File: config.mk
export PLATFORM = sky130hd
export DESIGN_NAME = sent_rx_out_arbiter
export DESIGN_NICKNAME = d
export VERILOG_FILES = /design/src/rtl/sent_rx_out_arbiter.sv
export SDC_FILE = /design/constraint.sdc
export NUM_CORES = 1
export LEC_CHECK = 0
export ABC_AREA = 1
export BUFFER_PORTS_ARGS = -buffer_cell sky130_fd_sc_hd__clkbuf_2
export CORE_MARGIN = 4
export CORE_UTILIZATION = 24
export CTS_CLUSTER_DIAMETER = 30
export CTS_CLUSTER_SIZE = 14
export DETAILED_ROUTE_END_ITERATION = 7
export SLEW_MARGIN = 20
export SYNTH_ARGS = -nofsm -noshare
export SYNTH_HDL_FRONTEND = slang
export SYNTH_SLANG_ARGS = --single-unit
File: constraint.sdc
create_clock -name clk_rx -period 6.3 [get_ports clk_rx]
set_input_delay 0.63 -clock clk_rx [delete_from_list [all_inputs] [get_ports clk_rx]]
set_output_delay 0.63 -clock clk_rx [all_outputs]
set_load 0.01 [all_outputs]
File: src/rtl/sent_rx_out_arbiter.sv
// rtl/sent_rx_out_arbiter.sv - round-robin arbiter sharing the RX FIFO write port between fast and slow SENT requesters
module sent_rx_out_arbiter #(
  parameter int MAX_WAIT = 64,
  parameter int CNT_W    = 8
) (
  input  logic             clk_rx,
  input  logic             reset_rx,
  input  logic             fast_req,
  input  logic             fast_ch,
  input  logic [11:0]      fast_data,
  output logic             fast_ack,
  input  logic             slow_req,
  input  logic [7:0]       slow_id,
  input  logic [15:0]      slow_data,
  output logic             slow_ack,
  input  logic             fifo_full,
  output logic             fifo_wr_en,
  output logic [17:0]      fifo_wr_data,
  output logic             drop_fast,
  output logic             drop_slow,
  output logic [CNT_W-1:0] drop_count
);

  localparam int WAIT_W = $clog2(MAX_WAIT + 1);
  localparam logic [WAIT_W-1:0] WAIT_LAST = WAIT_W'(MAX_WAIT - 1);
  localparam logic GRANT_FAST = 1'b0;
  localparam logic GRANT_SLOW = 1'b1;

  typedef enum logic {ST_IDLE, ST_SLOW_DATA} state_t;

  state_t             state_q, state_d;
  logic               last_grant_q, last_grant_d;
  logic [WAIT_W-1:0]  fast_wait_q, fast_wait_d;
  logic [WAIT_W-1:0]  slow_wait_q, slow_wait_d;
  logic               fifo_wr_en_q, fifo_wr_en_d;
  logic [17:0]        fifo_wr_data_q, fifo_wr_data_d;
  logic               fast_ack_q, fast_ack_d;
  logic               slow_ack_q, slow_ack_d;
  logic               drop_fast_q, drop_fast_d;
  logic               drop_slow_q, drop_slow_d;
  logic [CNT_W-1:0]   drop_count_q, drop_count_d;

  logic               fast_elig, slow_elig;
  logic               grant_fast, grant_slow;
  logic [CNT_W:0]     cnt_sum;

  // Arbitration, watchdog and next-state/output computation; a request whose
  // own ack is currently high is stale and ignored for this cycle.
  always_comb begin
    state_d        = state_q;
    last_grant_d   = last_grant_q;
    fast_wait_d    = fast_wait_q;
    slow_wait_d    = slow_wait_q;
    fifo_wr_en_d   = 1'b0;
    fifo_wr_data_d = '0;
    fast_ack_d     = 1'b0;
    slow_ack_d     = 1'b0;
    drop_fast_d    = 1'b0;
    drop_slow_d    = 1'b0;
    grant_fast     = 1'b0;
    grant_slow     = 1'b0;
    fast_elig      = fast_req & ~fast_ack_q;
    slow_elig      = slow_req & ~slow_ack_q;

    case (state_q)
      ST_IDLE: begin
        if (!fifo_full) begin
          if (fast_elig && (!slow_elig || last_grant_q == GRANT_SLOW)) begin
            grant_fast = 1'b1;
          end else if (slow_elig) begin
            grant_slow = 1'b1;
          end
        end

        if (grant_fast) begin
          fifo_wr_en_d   = 1'b1;
          fifo_wr_data_d = {1'b0, fast_ch, 4'h0, fast_data};
          fast_ack_d     = 1'b1;
          last_grant_d   = GRANT_FAST;
          fast_wait_d    = '0;
        end else if (fast_elig) begin
          if (fast_wait_q == WAIT_LAST) begin
            fast_ack_d  = 1'b1;
            drop_fast_d = 1'b1;
            fast_wait_d = '0;
          end else begin
            fast_wait_d = fast_wait_q + WAIT_W'(1);
          end
        end else begin
          fast_wait_d = '0;
        end

        if (grant_slow) begin
          fifo_wr_en_d   = 1'b1;
          fifo_wr_data_d = {2'b10, 8'h00, slow_id};
          last_grant_d   = GRANT_SLOW;
          slow_wait_d    = '0;
          state_d        = ST_SLOW_DATA;
        end else if (slow_elig) begin
          if (slow_wait_q == WAIT_LAST) begin
            slow_ack_d  = 1'b1;
            drop_slow_d = 1'b1;
            slow_wait_d = '0;
          end else begin
            slow_wait_d = slow_wait_q + WAIT_W'(1);
          end
        end else begin
          slow_wait_d = '0;
        end
      end

      ST_SLOW_DATA: begin
        // Message stays atomic: no watchdog, the fast requester simply waits.
        if (!fifo_full) begin
          fifo_wr_en_d   = 1'b1;
          fifo_wr_data_d = {2'b11, slow_data};
          slow_ack_d     = 1'b1;
          state_d        = ST_IDLE;
        end
      end

      default: state_d = ST_IDLE;
    endcase

    cnt_sum = {1'b0, drop_count_q} + {{CNT_W{1'b0}}, drop_fast_d}
            + {{CNT_W{1'b0}}, drop_slow_d};
    drop_count_d = cnt_sum[CNT_W] ? {CNT_W{1'b1}} : cnt_sum[CNT_W-1:0];
  end

  // State and registered outputs; reset leaves fast winning the first tie.
  always_ff @(posedge clk_rx or posedge reset_rx) begin
    if (reset_rx) begin
      state_q        <= ST_IDLE;
      last_grant_q   <= GRANT_SLOW;
      fast_wait_q    <= '0;
      slow_wait_q    <= '0;
      fifo_wr_en_q   <= 1'b0;
      fifo_wr_data_q <= '0;
      fast_ack_q     <= 1'b0;
      slow_ack_q     <= 1'b0;
      drop_fast_q    <= 1'b0;
      drop_slow_q    <= 1'b0;
      drop_count_q   <= '0;
    end else begin
      state_q        <= state_d;
      last_grant_q   <= last_grant_d;
      fast_wait_q    <= fast_wait_d;
      slow_wait_q    <= slow_wait_d;
      fifo_wr_en_q   <= fifo_wr_en_d;
      fifo_wr_data_q <= fifo_wr_data_d;
      fast_ack_q     <= fast_ack_d;
      slow_ack_q     <= slow_ack_d;
      drop_fast_q    <= drop_fast_d;
      drop_slow_q    <= drop_slow_d;
      drop_count_q   <= drop_count_d;
    end
  end

  assign fast_ack     = fast_ack_q;
  assign slow_ack     = slow_ack_q;
  assign fifo_wr_en   = fifo_wr_en_q;
  assign fifo_wr_data = fifo_wr_data_q;
  assign drop_fast    = drop_fast_q;
  assign drop_slow    = drop_slow_q;
  assign drop_count   = drop_count_q;

endmodule

==> impl_metrics.tcl <==
set metrics [dict create \
    grtUsageMet3_pct 3.18 \
    rsz0062_at_grt "false" \
    wl_um 5110 \
    hold_class "primary input to asynchronous set/reset pin" \
    synth_area_um2 2150 \
    cts_made_buffers 5 \
    fp.dieH_um 103 \
    synthDistinctLibCells 27 \
    path_max_fanout 21 \
    root_buffer "clkbuf_8" \
    cp-end-kind "flip-flop" \
    reg2reg_depth 12 \
    drive_gt1_share_pct 28.7 \
    power-per-cell-area_nw_per_um2 311 \
    gp_congestion 0.824 \
    r2r_slack_ps 3410 \
    cp.required_ps 6520 \
    syn_nets 299 \
    clkTransAtPathRegs_ps 90 \
    cts.path.max_buffers 2 \
    cap_violations 0 \
    postCtsSetupBuffers 0 \
    multi_input_area_um2 837 \
    grt_max_degree 48 \
    dp.cells 427 \
    place.port_buffers 72 \
    fin_crit_ps 2890 \
    post-route-drc-count 0 \
    areaGrowthSynthToFinish_pct 27.4 \
    routed_via_density 4.31 \
    synth_warnings 0 \
    ant_nets 0 \
    fmax_mhz 346 \
    yosysTopAreaCell "dfrtp_1" \
    die_x_um 103 \
    critPathArrivalTime_ps 3120 \
    top_usage_layer "met2" \
    synth_top_area_share_pct 53.5 \
    tns_ps 0 \
    setup_viol 0 \
    row_count 34 \
    clock_skew_ps 4.54 \
    slew_headroom_pct 46.3 \
    tightest_slew_ps 805 \
    cts_tree "yes" \
    syn_inst 253 \
    postSynthAreaPerCell_um2 8.51 \
    met2_usage_pct 16.1 \
    ys_seq_area_share_pct 54.7 \
    first_pass_iters 4 \
    initial_core_util_pct 24.7 \
    p_leak_uw 0.00146 \
    num-fill-cells 946 \
    antenna_cells 0 \
    drt-initial-drc-count 109 \
    r2r_end "drop_count[5]" \
    start_kind "flip-flop" \
    grt_usage_pct 9.98 \
    grt_pass1_vias 1846 \
    dp_slack_ps 3290 \
    clock_sinks 47 \
    setup_slack_ps 3410 \
    antenna_found_initial 0 \
    seqCellArea_um2 1180 \
    fp.coreArea_um2 8720 \
    layout_worst_path_cycle_share_pct 45.9 \
    grt_use_met1_pct 13.7 \
    synth.area.top_cells "dfrtp_1 (53%), nand2_1 (12%), nand3_1 (6.7%)" \
    hold_viol_final 0 \
    finish.utilization_pct 31.4 \
    htreeDepth 2 \
    path_class "flip-flop to flip-flop" \
    vias 1877 \
    ir_drop_mv 0.127 \
    dp_hpwl_um 3880 \
    clock_latency_ps 300 \
    ys_seq_elements 47 \
    cts_hold_buf 0 \
    io_pins 73 \
    status "complete, no violations" \
    worstReg2RegStart "state_q" \
    instances_no_fill 435 \
    fin_nets 372 \
    overflow 0 \
    grt_first_pass_wirelength_um 8490 \
    slew_violations 0 \
    routedWlPerCell_um 11.8 \
    ctsResizeCount 0 \
    hold_slack_ps 417 \
    dieArea_um2 10500 \
]
==> flip-flops by register name (all words and copies together) (netlist names) <==
name,count
fast_ack,1
drop_fast,1
fast_wait_q,7
last_grant_q,1
state_q,1
fifo_wr_en,1
fifo_wr_data,18
drop_count,8
drop_slow,1
slow_ack,1
slow_wait_q,7
==> stage by stage <==
| stage | power [uW] | area (um^2) |
|---|---|---|
| final | 854 | 2740 |
| after global routing | 910 | 2740 |
| after CTS | 867 | 2740 |
| after detailed placement | 605 | 2610 |
| after global placement | 600 | 2610 |
| after floorplan | 530 | 2150 |
==> how the worst max path moves through the flow <==
stage / startpoint / end / slack, ps / cells past startpoint
2_1_floorplan: fast_req / drop_count[2] / 3770 / 14
3_3_place_gp: fast_req / drop_count[2] / 3400 / 14
3_5_place_dp: fast_req / drop_count[6] / 3290 / 14
4_1_cts: state_q / drop_count[5] / 3430 / 12
5_1_grt: state_q / drop_count[5] / 3110 / 12
6_report: state_q / drop_count[5] / 3410 / 12
==> critical path, cell delays in order (launching register included) <==
cell	delay (ps)
dfrtp_1	590
inv_2	390
nand3_1	160
nor2_1	200
inv_1	90
fa_1	390
inv_1	100
ha_1	190
nand2_1	90
nor3_1	220
and2_1	190
nand2_2	120
o21ai_0	100
==> layout make-up <==
type	instances	area share (%)
flip-flops and latches	47	42.9
clock inverters	2	2.19
inverters	26	3.61
multi-input cells	174	30.5
clock buffers	6	2.65
repair buffers	72	13.1
well taps	108	4.93
==> cells in the final DEF (no fill, tap or decap), types with 2 or more instances in the layout <==
cell type,n
nand2_1,71
clkbuf_2,72
nand3_1,29
clkbuf_8,5
o21ai_0,7
ha_1,3
nor2_4,2
inv_2,2
inv_1,23
nor2_1,27
nor3_1,3
dfrtp_1,46
nand4_1,5
bufinv_16,2
or2_2,3
a31oi_1,2
nor2_2,3
a21oi_1,12
==> synthesized netlist by cell type <==
master    count
buf_2         2
ha_1          3
nor2_2        3
nand3_1      29
inv_1        24
nand3_2       1
a21oi_4       1
nor3_1        3
or2_2         3
o22ai_1       1
a21oi_1      12
inv_2         2
fa_1          1
nand3b_1      1
dfstp_2       1
o21ai_0       7
nand2_1      71
nand4_1       5
nor2_4        2
nor2_1       27
clkbuf_1      1
dfrtp_1      46
and2_1        1
buf_4         2
buf_6         1
a31oi_1       2
nand2_2       1
==> metal layers <==
metal  part of all wire (%)  up-vias  routed length, um
li1                       -      954                  -
met1                     48      875               2460
met2                     45       46               2300
met3                    6.6        2                335
met4                   0.37        0                 19
met5                      0        -                  0
==> where the power goes <==
| group | switching, uW | leakage, uW | internal (uW) |
|---|---|---|---|
| registers | 40.4 | 0.000629 | 355 |
| clock network | 102 | 0.0000654 | 159 |
| logic | 127 | 0.000769 | 71.4 |
| total | 269 | 0.00146 | 585 |
==> cell families (layout without fill, tap and decap cells) <==
| family | count (synthesis) | in the layout | share of synthesized area (%) |
|---|---|---|---|
| buffers and inverters | 32 | 106 | 6.40 |
| and+or+nand+nor | 147 | 147 | 30.2 |
| adders and majority gates | 4 | 4 | 2.67 |
| AOI/OAI and AO/OA | 23 | 23 | 6.05 |
| DFF | 47 | 47 | 54.7 |
No activity file was read; power rests on OpenSTA's default activity.
